**src/rtl/asteroids_pkg.sv**
```systemverilog
// Shared constants and types for the asteroids collision/scoring slice.
// Score amounts are 3-digit BCD so score_box can add them without conversion.
package asteroids_pkg;

    localparam int T_NUM        = 4;
    localparam int AST_ID_W     = 4;
    localparam int GRACE_FRAMES = 120;

    localparam logic [1:0] AST_SIZE_LARGE    = 2'd0;
    localparam logic [1:0] AST_SIZE_MEDIUM   = 2'd1;
    localparam logic [1:0] AST_SIZE_SMALL    = 2'd2;
    localparam logic [1:0] AST_SIZE_RESERVED = 2'd3;

    localparam logic [11:0] SCORE_LARGE  = 12'h020;
    localparam logic [11:0] SCORE_MEDIUM = 12'h050;
    localparam logic [11:0] SCORE_SMALL  = 12'h100;

    typedef enum logic [1:0] {GRACE, PLAY, OVER} arb_state_t;

    // Smaller asteroids are harder to hit, so they are worth more.
    function automatic logic [11:0] score_for_size(input logic [1:0] size);
        logic [11:0] amount;
        case (size)
            AST_SIZE_LARGE:  amount = SCORE_LARGE;
            AST_SIZE_MEDIUM: amount = SCORE_MEDIUM;
            AST_SIZE_SMALL:  amount = SCORE_SMALL;
            default:         amount = 12'h000;
        endcase
        return amount;
    endfunction

endpackage

```
**src/rtl/frame_sticky.sv**
```systemverilog
// W sticky bits that collect set pulses across one frame.
// On frame_start the old contents are dropped and that cycle's set bits start the new frame.
module frame_sticky #(
    parameter int W = 1
) (
    input  logic         clk_25,
    input  logic         resetN,
    input  logic         frame_start,
    input  logic [W-1:0] set_bits,
    output logic [W-1:0] flags
);

    always_ff @(posedge clk_25 or negedge resetN) begin
        if (!resetN)
            flags <= '0;
        else if (frame_start)
            flags <= set_bits;
        else
            flags <= flags | set_bits;
    end

endmodule

```
**src/rtl/collision_arbiter.sv**
```systemverilog
// Collects per-pixel sprite overlaps during a frame and resolves them into
// single-cycle game events at frame_start; also owns the post-death grace window.
module collision_arbiter #(
    parameter int T_NUM        = asteroids_pkg::T_NUM,
    parameter int AST_ID_W     = asteroids_pkg::AST_ID_W,
    parameter int GRACE_FRAMES = asteroids_pkg::GRACE_FRAMES
) (
    input  logic                clk_25,
    input  logic                resetN,
    input  logic                frame_start,
    input  logic                game_over,
    input  logic                draw_ship,
    input  logic                draw_ast,
    input  logic [AST_ID_W-1:0] ast_id,
    input  logic [1:0]          ast_size,
    input  logic [T_NUM-1:0]    draw_torp,
    output logic                die,
    output logic [T_NUM-1:0]    torp_hit,
    output logic                ast_hit,
    output logic [AST_ID_W-1:0] ast_hit_id,
    output logic [1:0]          ast_hit_size,
    output logic                score_add,
    output logic [11:0]         score_sum,
    output logic                invuln
);

    import asteroids_pkg::*;

    localparam int CNT_W  = $clog2(GRACE_FRAMES + 1);
    localparam int TIDX_W = (T_NUM > 1) ? $clog2(T_NUM) : 1;
    localparam logic [CNT_W-1:0] GRACE_RELOAD = CNT_W'(GRACE_FRAMES);

    logic                ship_pix;
    logic [T_NUM-1:0]    torp_pix;
    logic [T_NUM:0]      sticky_flags;
    logic                ship_f;
    logic [T_NUM-1:0]    tf;
    logic [TIDX_W-1:0]   first_idx;
    logic                capture;
    logic [TIDX_W-1:0]   cap_idx;
    logic [AST_ID_W-1:0] cap_id;
    logic [1:0]          cap_size;

    arb_state_t       state, state_next;
    logic [CNT_W-1:0] grace_cnt, grace_cnt_next;
    logic             die_next, ast_next, score_next;

    assign ship_pix = draw_ship & draw_ast;
    assign torp_pix = draw_torp & {T_NUM{draw_ast}};

    frame_sticky #(.W(T_NUM + 1)) u_sticky (
        .clk_25      (clk_25),
        .resetN      (resetN),
        .frame_start (frame_start),
        .set_bits    ({ship_pix, torp_pix}),
        .flags       (sticky_flags)
    );

    assign ship_f = sticky_flags[T_NUM];
    assign tf     = sticky_flags[T_NUM-1:0];

    always_comb begin
        first_idx = '0;
        for (int t = T_NUM - 1; t >= 0; t--)
            if (torp_pix[t])
                first_idx = TIDX_W'(t);
    end

    // Only the first torpedo hit of a frame is kept; tf==0 means nothing captured yet.
    assign capture = (frame_start || (tf == '0)) && (|torp_pix);

    always_ff @(posedge clk_25 or negedge resetN) begin
        if (!resetN) begin
            cap_idx  <= '0;
            cap_id   <= '0;
            cap_size <= '0;
        end else if (capture) begin
            cap_idx  <= first_idx;
            cap_id   <= ast_id;
            cap_size <= ast_size;
        end
    end

    always_ff @(posedge clk_25 or negedge resetN) begin
        if (!resetN) begin
            state     <= GRACE;
            grace_cnt <= GRACE_RELOAD;
        end else begin
            state     <= state_next;
            grace_cnt <= grace_cnt_next;
        end
    end

    always_comb begin
        state_next     = state;
        grace_cnt_next = grace_cnt;
        if (frame_start) begin
            unique case (state)
                GRACE: begin
                    if (game_over)
                        state_next = OVER;
                    else if (grace_cnt <= CNT_W'(1)) begin
                        state_next     = PLAY;
                        grace_cnt_next = '0;
                    end else
                        grace_cnt_next = grace_cnt - CNT_W'(1);
                end
                PLAY: begin
                    if (game_over)
                        state_next = OVER;
                    else if (ship_f) begin
                        state_next     = GRACE;
                        grace_cnt_next = GRACE_RELOAD;
                    end
                end
                OVER: begin
                    if (!game_over) begin
                        state_next     = GRACE;
                        grace_cnt_next = GRACE_RELOAD;
                    end
                end
                default: state_next = GRACE;
            endcase
        end
    end

    // game_over wins over a same-frame ship hit: the last life is already gone.
    always_comb begin
        invuln     = (state == GRACE);
        die_next   = frame_start && (state == PLAY) && !game_over && ship_f;
        ast_next   = frame_start && (|tf);
        score_next = ast_next && (cap_size != AST_SIZE_RESERVED)
                     && (state != OVER) && !game_over;
    end

    always_ff @(posedge clk_25 or negedge resetN) begin
        if (!resetN) begin
            die          <= 1'b0;
            torp_hit     <= '0;
            ast_hit      <= 1'b0;
            ast_hit_id   <= '0;
            ast_hit_size <= '0;
            score_add    <= 1'b0;
            score_sum    <= '0;
        end else begin
            die       <= die_next;
            ast_hit   <= ast_next;
            score_add <= score_next;
            torp_hit  <= ast_next ? (T_NUM'(1) << cap_idx) : '0;
            if (ast_next) begin
                ast_hit_id   <= cap_id;
                ast_hit_size <= cap_size;
            end
            if (score_next)
                score_sum <= score_for_size(cap_size);
        end
    end

endmodule

```
**config.mk**
```make
export PLATFORM = sky130hd
export DESIGN_NAME = collision_arbiter
export DESIGN_NICKNAME = d
export VERILOG_FILES = /design/src/rtl/asteroids_pkg.sv /design/src/rtl/frame_sticky.sv /design/src/rtl/collision_arbiter.sv
export SDC_FILE = /design/constraint.sdc
export NUM_CORES = 1
export LEC_CHECK = 0
export ABC_AREA = 1
export ABC_CLOCK_PERIOD_IN_PS = 2700
export BUFFER_PORTS_ARGS = -buffer_cell sky130_fd_sc_hd__buf_2
export CORE_MARGIN = 1
export CORE_UTILIZATION = 40
export CTS_CLUSTER_DIAMETER = 40
export DETAILED_ROUTE_END_ITERATION = 12
export GPL_TIMING_DRIVEN = 1
export PLACE_DENSITY = 0.68
export REMOVE_ABC_BUFFERS = 1
export SLEW_MARGIN = 20
export SYNTH_ARGS = -nofsm -noshare
export SYNTH_HDL_FRONTEND = slang
export SYNTH_HIERARCHICAL = 1
export SYNTH_SLANG_ARGS = --single-unit
```
**constraint.sdc**
```tcl
create_clock -name clk_25 -period 2.7 [get_ports clk_25]
set_input_delay 0.405 -clock clk_25 [delete_from_list [all_inputs] [get_ports clk_25]]
set_output_delay 0.405 -clock clk_25 [all_outputs]
set_load 0.05 [all_outputs]
```
### Word level (Yosys, flattened, before mapping)

Cells that the tools add are included.

* register bits after elaboration: 47
* latch bits: 0
* bits in writable memories: 0
* memory bits (read-only): 0
* input bits: 16
* output and inout port bits: 26
* word-level logic and storage cells: 68
* memories: 0

* $add $sub $neg: 1
* multiply operators: 0
* divide/modulo/power cells: 0
* order comparisons: 1
* eq/ne operators: 12
* shifts and indexed selects: 1
* mux-type cells: 19
* bitwise logic cells: 3
* reductions and logical operators: 18

Operators with widths (number)
* $mux 7: 5
* $pmux 9 s3: 1
* $pmux 7 s3: 1
* $mux 2: 9
* $ne 2x2->1 const B: 5
* $logic_and 1x1->1: 8
* $reduce_or 4->1: 2
* $le 7x1->1 const B: 1
* $sub 7x1->7 const B: 1
* $ne 3x2->1 const B: 2
* $pmux 2 s3: 1
* $reduce_and 6->1: 1
* $mux 5: 1
* $or 5x5->5: 1
* $and 4x4->4: 1
* $eq 2x1->1 const B: 2
* $eq 2x2->1 const B: 2
* $logic_not 2->1: 2
* $logic_not 4->1: 1
* $mux 4: 1
* $reduce_and 4->1: 1
* $shl 1x2->4 const A: 1
* $reduce_bool 3->1: 1
* $ne 2x1->1 const B: 1
* other kinds (3): 3

### Longest topological paths before layout

Gate-level depths: netlist (run 1).

* word-level depth: 5
* depth in mapped cells: 9
* mapped depth without buffers: 9

### Cells and area by module

Netlist (run 1), hierarchy kept.

Modules (own cells, without submodules)
* collision_arbiter: times used 1, cells each 210, area each 1732.9 um^2, sequential area each 830.8 um^2
* frame_sticky: times used 1, cells each 21, area each 185.2 um^2, sequential area each 125.1 um^2

### Least setup slack after synthesis (run 1)

Ideal clock, no wire load.

* path type: register to register
* start: register state[0]
* end: register grace_cnt[0]
* library setup time: 0.117 ns
* arrival time: 1.458 ns
* required time: 2.583 ns
* slack: 1.124 ns
* cell stages (with the launch flop): 10
* buffers on the path: 0
* period minus slack after synthesis: 1.576 ns
* cells stage by stage: dfrtp_1 > inv_1 > ha_1 > nand2_1 > nand2_2 > nor2_2 > nand3_1 > inv_2 > nand3_1 > nand2_1

* longest elaborated chain between the ends: 3
* elaborated cells between the ends (all ways): 10
* those cells by class: eq/ne (6); mux (1); reduce/logical (3)

RTL lines
* start, declared: RTL line collision_arbiter.sv:44 `arb_state_t state, state_next;`
* start signal, assigned: RTL line collision_arbiter.sv:89 `state <= state_next;`
* $logic_not 2->1 (*)
* named net invuln: RTL line collision_arbiter.sv:24 `output logic invuln`
* $ne 2x2->1 (no source line) / $reduce_bool 3->1 (equally long branches)
* $reduce_and 6->1 (no source line)
* end signal, assigned: RTL line collision_arbiter.sv:90 `grace_cnt <= grace_cnt_next;`
* end, declared: RTL line collision_arbiter.sv:45 `logic [CNT_W-1:0] grace_cnt, grace_cnt_next;`

Mark *: on every way through the listed nets, which the timed path passes. The rest lies on a longest branch.
A chain may end at the register's enable or synchronous reset.

### Final worst setup path (run 1)

* start: register state[0]
* end: output invuln

* longest elaborated chain between the ends: 1

RTL lines
* $logic_not 2->1: RTL line collision_arbiter.sv:129 `invuln = (state == GRACE);`
* end, declared: RTL line collision_arbiter.sv:24

No other way between the ends.

==> results.toml, run 1 <==
[run_status]
outcome = "complete, but fails checks"
violations = "design-rule violations"

[critical_path]
reg2reg_to = "score_sum[6]"
reg2reg_slack_ns = 1.25
crit_path_start_kind = "flip-flop"
cp_max_fo = 4
path_class = "flip-flop to output pin"
reg2reg_from = "u_sticky/flags[1]"
reg2reg_depth = 6
arrival_ns = 1.24
cp-end-kind = "output pin"
cp_data_required_time_ns = 2.30

[place]
placed_cell_area_um2 = 2102
dp_cells = 313
globalplace.congestion = 0.7546
io_buffers = 33
hpwl_um = 2626

[clocking]
postCtsHoldBufs = 0
clk_latency_ns = 0.29
cts_tree = "yes"
numCtsBuffers = 5
path_clk_slew_ns = 0.07
clock-root-buffer = "clkbuf_8"
cts.htree.levels = 2
cts_sinks = 38
cts_setup_buffers = 0
cts-resized-gates = 0
cts_buffer_depth = 2

[finish]
antenna_cells = 0
area_delta_synth_final_pct = 15.46
nNetsFinal = 290
design_area_um2 = 2215
final_layout_size_suffix_gt1_share_pct = 23.88
final_cells = 320

[sta]
slew_violations = 0
finalHoldViolCount = 0
fmax_ghz = 0.6070
setup_violations = 0
rsz0062_at_grt = "no"
fin_hold_ws_ns = 0.2098
period_share_pct = 61.02
tns_ns = 0
worst-slew-pin-transition_ns = 0.8275
min_period_ns = 1.648
relSlewSlack_pct = 44.84
clock_skew_ns = 0.004996

[yosys]
yosysWarnings = 6
ys_seq_area_share_pct = 49.84
avgSynthCellArea_um2 = 8.303
syn_area_um2 = 1918
synth_seq_cells = 38
syn_inst = 231
synth_cell_type_count = 26

[grt]
grtUsageMet1_pct = 21.57
use_met3_pct = 4.501
antenna_found_initial = 0
grt_pass1_vias = 1382
grt_use_total_pct = 16.32
grt_pass1_wl_um = 6258
top_usage_layer = "met2"
grt_start_max_net_pins = 39
grtUsageMet2_pct = 24.87
overflow = 0

[detailed_routing]
drt-wirelength-per-cell_um = 11.11
vias_per_cell = 4.634
firstDrtPassIters = 8
detail-route-antenna-nets = 0
route.detailed.drc = 2
drt_iter0_drc = 119
drt_wl_total_um = 3556
num_vias = 1483

[job]
cap_violations = 0

[power_and_ir_drop]
pwr-share-clk_pct = 21.9
power_leakage_uw = 0.001278
p_switching_uw = 958.0
irDropWorstVdd_v = 0.0003867
netSwitchingFraction_pct = 42.86
p_comb_share_pct = 39.6
p_seq_share_pct = 38.5
p_per_area_nw_per_um2 = 1009
totalPowerFinal_uw = 2235
intPower_uw = 1277

[floorplanning]
die_w_um = 71.25
core_um2 = 4474
rows = 24
pin_count = 42
die_area_um2 = 5076
die-height_um = 71.25
initial_core_util_pct = 42.87

[worst_hold_path]
hold_class = "primary input to asynchronous set/reset pin"
## how the worst max path moves through the flow
| stage | startpoint | endpoint | cells past startpoint |
|---|---|---|---|
| global placement | frame_start | score_sum[6] | 6 |
| floorplan | state[0] | grace_cnt[0] | 9 |
| CTS | state[1] | invuln | 3 |
| detailed placement | frame_start | score_sum[6] | 6 |
| finish | state[0] | invuln | 3 |
| global route | state[1] | invuln | 3 |
## cells in the final DEF, fill, tap and decap left out, drive strengths merged
master	synthesis	layout
nor2	19	19
buf	10	33
nor3	5	5
bufinv	0	1
a21oi	7	7
clkbuf	0	6
o21ai	5	5
ha	6	6
dfstp	4	4
nand4	3	3
inv	31	31
xor2	1	1
conb	1	8
nor4	1	1
nand2	82	82
a21o	1	1
dfrtp	34	34
a31oi	1	1
nand3	20	20
## synth_stat cells
cell type   n  area [um^2]
nand2_1    72        270.3
nand2_2     7        43.79
nor3_4      1        16.27
dfstp_2     4        105.1
nand3_1    19        95.09
a21o_2      1        8.760
nand2_4     3        33.78
nor4_1      1        6.260
nand4_1     3        18.77
nor2_2      1        6.260
nand3_4     1        17.52
nor2_4      2        22.52
buf_4       9        67.56
inv_1      27        101.4
xor2_1      1        8.760
conb_1      1        3.750
nor3_1      4        20.02
nor2_1     16        60.06
a21oi_1     7        35.03
inv_2       4        15.01
o21ai_1     2        10.01
dfrtp_1    34        850.8
o21ai_0     3        15.01
buf_2       1        5.000
ha_1        6        75.07
a31oi_1     1        6.260
## layer usage
metal / vias up / share of wire, %
met5: - / 0
met1: 672 / 49
li1: 775 / -
met3: 5 / 3.6
met2: 31 / 46
met4: 0 / 1.5
## worst max-delay path, cell delays in order (launching register included)
cell	delay, ns
dfrtp_1	0.42
inv_1	0.09
ha_1	0.18
buf_2	0.27
## cells by family after synthesis
group / Yosys count / share of synthesized area (%)
buffers and inverters: 41 / 9.849
AO/OA/AOI/OAI: 14 / 3.914
flip-flops: 38 / 49.84
adder cells (fa/ha/maj): 6 / 3.914
AND/OR/NAND/NOR: 130 / 31.83
other: 1 / 0.1955
XOR/XNOR: 1 / 0.4567
## power groups by stage
stage,Clock [uW],Sequential (uW),Combinational [uW]
detailed placement,0,869,894
floorplan,0,1040,520
global placement,0,866,878
CTS,502,859,898
finish,489,860,886
global route,528,881,993
## final cells by class
| cell class | instances | area [um^2] |
|---|---|---|
| Clock inverter | 1 | 30.03 |
| Fill cell | 432 | 2260 |
| Clock buffer | 6 | 82.58 |
| Inverter | 31 | 116.4 |
| Tap cell | 52 | 65.06 |
| Timing Repair Buffer | 33 | 165.2 |
| Multi-Input combinational cell | 159 | 799.5 |
| Sequential cell | 38 | 955.9 |
## flip-flops by register name (all words and copies together) (netlist names)
signal          flops
grace_cnt           7
u_sticky/flags      5
ast_hit_id          4
cap_id              4
torp_hit            4
score_sum           3
ast_hit_size        2
cap_idx             2
cap_size            2
state               2
ast_hit             1
die                 1
score_add           1
## through the flow
step | utilization [%] | setup slack (ns)
finish | 49.50 | 1.052
detailed placement | 46.98 | 1.239
CTS | 49.50 | 1.037
global route | 49.50 | 0.9731
global placement | 46.98 | 1.261
floorplan | - | 1.124
(Power assumes the default switching activity.)
==> inputs of run 2 (changes only) <==
- ABC_CLOCK_PERIOD_IN_PS: 2700 -> 1700
- clock period: 2.7 -> 1.7 ns (I/O delays scaled with it)
==> results.toml, run 2 (synthesis results as in run 1) <==
[run_status]
outcome = "complete, but fails checks"
violations = "design-rule violations"

[finish]
layout_commonest_cell = "nand2_1"
fillCellCount = 448
area_delta_synth_final_pct = 17.81
regMostFlops = "grace_cnt"
nNetsFinal = 292
antenna_cells = 0
final_cell_mix = "nand2_1, dfrtp_1, buf_2, inv_1, nand3_1"
multiInputGateArea_um2 = 799.5
final_layout_size_suffix_gt1_share_pct = 24.72
largest_register_ffs = 7
reg_top3 = "grace_cnt (7), u_sticky/flags (5)"
seqCellArea_um2 = 955.9
final_cells = 323

[detailed_routing]
num_vias = 1504
route.detailed.drc = 2
met1_length_um = 1703
drt_wl_total_um = 3598
detail-route-antenna-nets = 0
top_layer_used = "met4"
firstDrtPassIters = 8
vias_per_cell = 4.656
met3_length_um = 170
dr_wl_met2_um = 1640
drt_iter0_drc = 51
drt-wirelength-per-cell_um = 11.14

[power_and_ir_drop]
irDropWorstVdd_v = 0.0006751
totalPowerFinal_uw = 3726
netSwitchingFraction_pct = 41.21
p_seq_share_pct = 36.5
power_leakage_uw = 0.001302
p_comb_share_pct = 38.0
pwr-share-clk_pct = 25.5
p_switching_uw = 1536
p_per_area_nw_per_um2 = 1649
intPower_uw = 2191

[place]
dp_cells = 315
hpwl_um = 2638
globalplace.congestion = 0.7898
io_buffers = 33

[grt]
grt_use_total_pct = 15.87
grt_pass1_vias = 1389
overflow = 0
grt_pass1_wl_um = 6175
grt_start_max_net_pins = 39
antenna_found_initial = 0

[critical_path]
cp-end-kind = "output pin"
critical_path.cell_chain = "inv_1, ha_1, buf_2"
crit_buf_inv = 2
cp_max_fo = 4
path_class = "flip-flop to output pin"
cpPeakStageDelay_ns = 0.42
crit_path_top_delay_cell = "dfrtp_1"
critPathTopFamily = "flip-flops"
reg2reg_depth = 9
cp.depth = 3
arrival_ns = 1.29
reg2reg_slack_ns = 0.30
reg2reg_from = "state[0]"
cp_data_required_time_ns = 1.44
crit_path_start_kind = "flip-flop"
reg2reg_to = "grace_cnt[4]"

[floorplanning]
pin_count = 42
die_w_um = 71.25
die-height_um = 71.25
initial_core_util_pct = 42.87
core_um2 = 4474
die_area_um2 = 5076
rows = 24

[sta]
period_share_pct = 90.96
slew_violations = 0
min_period_ns = 1.546
setup_violations = 0
clock_skew_ns = 0.008383
fmax_ghz = 0.6467
tns_ns = 0
rsz0062_at_grt = "no"
finalHoldViolCount = 0

[clocking]
cts_sinks = 38
cts.htree.levels = 2
cts_buffer_depth = 2
clock-root-buffer = "clkbuf_8"
numCtsBuffers = 5
cts_tree = "yes"
clk_latency_ns = 0.30
postCtsHoldBufs = 0
cts-resized-gates = 0
path_clk_slew_ns = 0.07
cts_setup_buffers = 0

[job]
cap_violations = 0

[worst_hold_path]
hold_class = "primary input to asynchronous set/reset pin"
[run 2: cell types whose count changed in the layout (fill, tap and decap cells not counted), sizes merged]
cell / change
bufinv: +1
buf: +2
[run 2: cell type report]
class	instances	area share [%]
inverters	31	5.150
flip-flops and latches	38	42.30
clock inverters	2	2.658
repair buffers	35	7.973
multi-input cells	159	35.38
clock buffers	6	3.654
well taps	52	2.879
[run 2: worst reg2reg max path, cell delays in order (launching register included)]
cell	delay (ns)
dfrtp_1	0.41
inv_1	0.09
ha_1	0.23
nand2_1	0.08
nand2_2	0.06
nor2_2	0.11
nand2_2	0.10
inv_2	0.09
nor2_1	0.04
a21oi_1	0.12
[run 2: per-stage QoR]
stage / area [um^2] / setup slack [ns] / hold slack, ns / util [%]
after detailed placement: 2117 / 0.3140 / 0.3370 / 47.32
after global routing: 2260 / 0.1058 / 0.02851 / 50.50
after CTS: 2260 / 0.1368 / 0.01428 / 50.50
after floorplan: 1872 / 0.1244 / -0.04059 / -
after global placement: 2117 / 0.3500 / 0.3314 / 47.32
final: 2260 / 0.1537 / 0.002610 / 50.50
[run 2: worst max-delay path by stage]
stage | endpoint | start | slack (ns)
6_report | invuln | state[0] | 0.15
5_1_grt | invuln | state[0] | 0.11
4_1_cts | invuln | state[0] | 0.14
3_5_place_dp | grace_cnt[4] | state[0] | 0.31
3_3_place_gp | state[0] | state[0] | 0.35
2_1_floorplan | grace_cnt[0] | state[0] | 0.12
[run 2: layer usage]
layer,track usage (%),vias to the layer above
li1,-,779
met1,20.90,679
met2,24.44,38
met3,5.204,8
met4,6.000,0
met5,0,-
[run 2: power by group through the flow]
| stage | Clock [uW] | Sequential (uW) | Combinational [uW] |
|---|---|---|---|
| after detailed placement | 0 | 1370 | 1430 |
| after global routing | 999 | 1390 | 1570 |
| final | 950 | 1360 | 1420 |
| after floorplan | 0 | 1640 | 826 |
| after CTS | 961 | 1360 | 1440 |
| after global placement | 0 | 1370 | 1410 |
==> inputs of run 3 (changes only) <==
- ABC_AREA: 1 -> unset
==> results.toml, run 3 <==
[run_status]
outcome = "finished, final reports clean"

[sta]
rsz0062_at_grt = "yes"
period_share_pct = 95.04
min_period_ns = 1.616
fmax_ghz = 0.6189
worst-slew-pin-transition_ns = 0.5186
relSlewSlack_pct = 65.11
fin_hold_ws_ns = 0.004846
clock_skew_ns = 0.008164
worst_slack_ns = 0.08427
slew_violations = 0
finalHoldViolCount = 0
setup_violations = 0

[floorplanning]
die_area_um2 = 4838
die-height_um = 69.56
pin_count = 42
die_w_um = 69.56
initial_core_util_pct = 41.64
core_um2 = 4384
rows = 24

[power_and_ir_drop]
p_per_area_nw_per_um2 = 1604
power_leakage_uw = 0.001114
irDropWorstVdd_v = 0.0006321

[clocking]
cts_sinks = 38
clock-root-buffer = "clkbuf_8"
clk_latency_ns = 0.29
cts_buffer_depth = 2
cts.htree.levels = 2
path_clk_slew_ns = 0.08
postCtsHoldBufs = 0
numCtsBuffers = 5
cts_tree = "yes"

[detailed_routing]
drt-wirelength-per-cell_um = 12.77
num_vias = 1377
drt_wl_total_um = 3448
detail-route-antenna-nets = 0
route.detailed.drc = 0
drt_iter0_drc = 65
firstDrtPassIters = 4
vias_per_cell = 5.100

[finish]
nNetsFinal = 239
final_cell_mix = "dfrtp_1, buf_2, nand2_1, nor2_1, inv_1"
reg_top3 = "grace_cnt (7), u_sticky/flags (5)"
multiInputGateArea_um2 = 790.8
regMostFlops = "grace_cnt"
fillCellCount = 404
layout_commonest_cell = "dfrtp_1"
final_layout_size_suffix_gt1_share_pct = 34.40
seqCellArea_um2 = 955.9
antenna_cells = 0
largest_register_ffs = 7
area_delta_synth_final_pct = 22.07
final_cells = 270

[critical_path]
reg2reg_to = "score_sum[5]"
reg2reg_depth = 5
cp_max_fo = 6
arrival_ns = 1.83
path_class = "flip-flop to flip-flop"
cp-end-kind = "flip-flop"
crit_path_start_kind = "flip-flop"
cp_data_required_time_ns = 1.91
reg2reg_from = "state[0]"
reg2reg_slack_ns = 0.08

[yosys]
synth_area_leaders = "dfrtp_1, dfstp_2, nand2_1"
synth-compound-area-share_pct = 16.79
syn_inst = 174
synth_async_sr_flop_share_pct = 100.0
synth_cell_type_count = 42
synth_edf_count = 0
synth.area.mux_share_pct = 4.318
ys_seq_area_share_pct = 52.36
synth_area_leader_cell = "dfrtp_1"
synth_top_area_share_pct = 46.61
synth-main-ff-cell = "dfrtp_1"
synth-xor-area-share_pct = 0
synthMostInstantiatedCell = "dfrtp_1"
avgSynthCellArea_um2 = 10.49
yosysWarnings = 6
synth_top_family_by_area = "compound AO/OA/AOI/OAI gates"
synth_seq_cells = 38
synthAdderAreaFrac_pct = 4.112
yosys.area_share.simple_pct = 15.28
synth_common_cells = "dfrtp_1, nand2_1, nor2_1, inv_1, buf_4"
syn_area_um2 = 1826

[grt]
overflow = 0
grt_pass1_wl_um = 5865
grt_use_total_pct = 15.53
top_usage_layer = "met2"
grt_pass1_vias = 1339
grtUsageMet1_pct = 17.82
use_met3_pct = 5.233
grt_start_max_net_pins = 39
grtUsageMet2_pct = 26.21
antenna_found_initial = 0

[worst_hold_path]
hold_class = "primary input to asynchronous set/reset pin"

[job]
cap_violations = 0

[place]
preCtsSetupSlack_ns = 0.02869
io_buffers = 33
globalplace.congestion = 0.8439
dp_cells = 259
hpwl_um = 2508
[run 3: how the worst max path moves through the flow]
stage | startpoint | endpoint | slack, ns | depth (start not counted)
global placement | state[0] | score_sum[5] | 0.1 | 5
finish | state[0] | score_sum[5] | 0.08 | 5
floorplan | state[0] | grace_cnt[2] | -0.28 | 6
detailed placement | state[0] | grace_cnt[2] | 0.03 | 7
CTS | state[0] | grace_cnt[2] | 0.01 | 7
global route | state[1] | invuln | -0.005 | 4
[run 3: power breakdown]
group	total, uW	switching, uW	internal, uW
combinational	1330	869	458
clock	941	315	626
sequential	1300	177	1130
total	3570	1360	2210
[run 3: final cells by class]
cell class	instances	area share, %
tap	52	2.920
multi-input combinational	119	35.49
timing repair buffer	41	10.28
inverter	12	2.021
clock inverter	2	2.695
sequential	38	42.90
clock buffer	6	3.706
[run 3: worst max-delay path, cell delays in order, from the launching register on]
cell,delay [ns]
dfrtp_1,0.39
inv_1,0.09
ha_2,0.21
or3_1,0.43
or3_1,0.34
o21ai_1,0.09
[run 3: cell families after synthesis]
group	count (synthesis)
AOI/OAI and AO/OA	39
adders and majority gates	6
buffers and inverters	24
DFF	38
muxes	7
other	1
and+or+nand+nor	59
[run 3: metrics by stage]
step                      util [%]  power, uW  setup TNS, ns  area, um^2
final                        50.83       3573              0        2228
after global routing         50.83       3778      -0.004849        2228
after CTS                    49.74       3538              0        2181
after detailed placement     46.49       2587              0        2038
after global placement       46.49       2550              0        2038
after floorplan                  -       2238         -1.235        1770
[run 3: layer usage]
| metal | vias to the layer above | part of all wire [%] |
|---|---|---|
| met1 | 666 | 43 |
| met3 | 5 | 5.2 |
| met2 | 42 | 50 |
| met5 | - | 0 |
| li1 | 664 | - |
| met4 | 0 | 1.3 |
[run 3: repair_timing]
item	CTS	global route
resized for setup	0	9
hold endpoints to repair	0	0
setup buffers	0	2
endpoints found under the setup margin	0	4
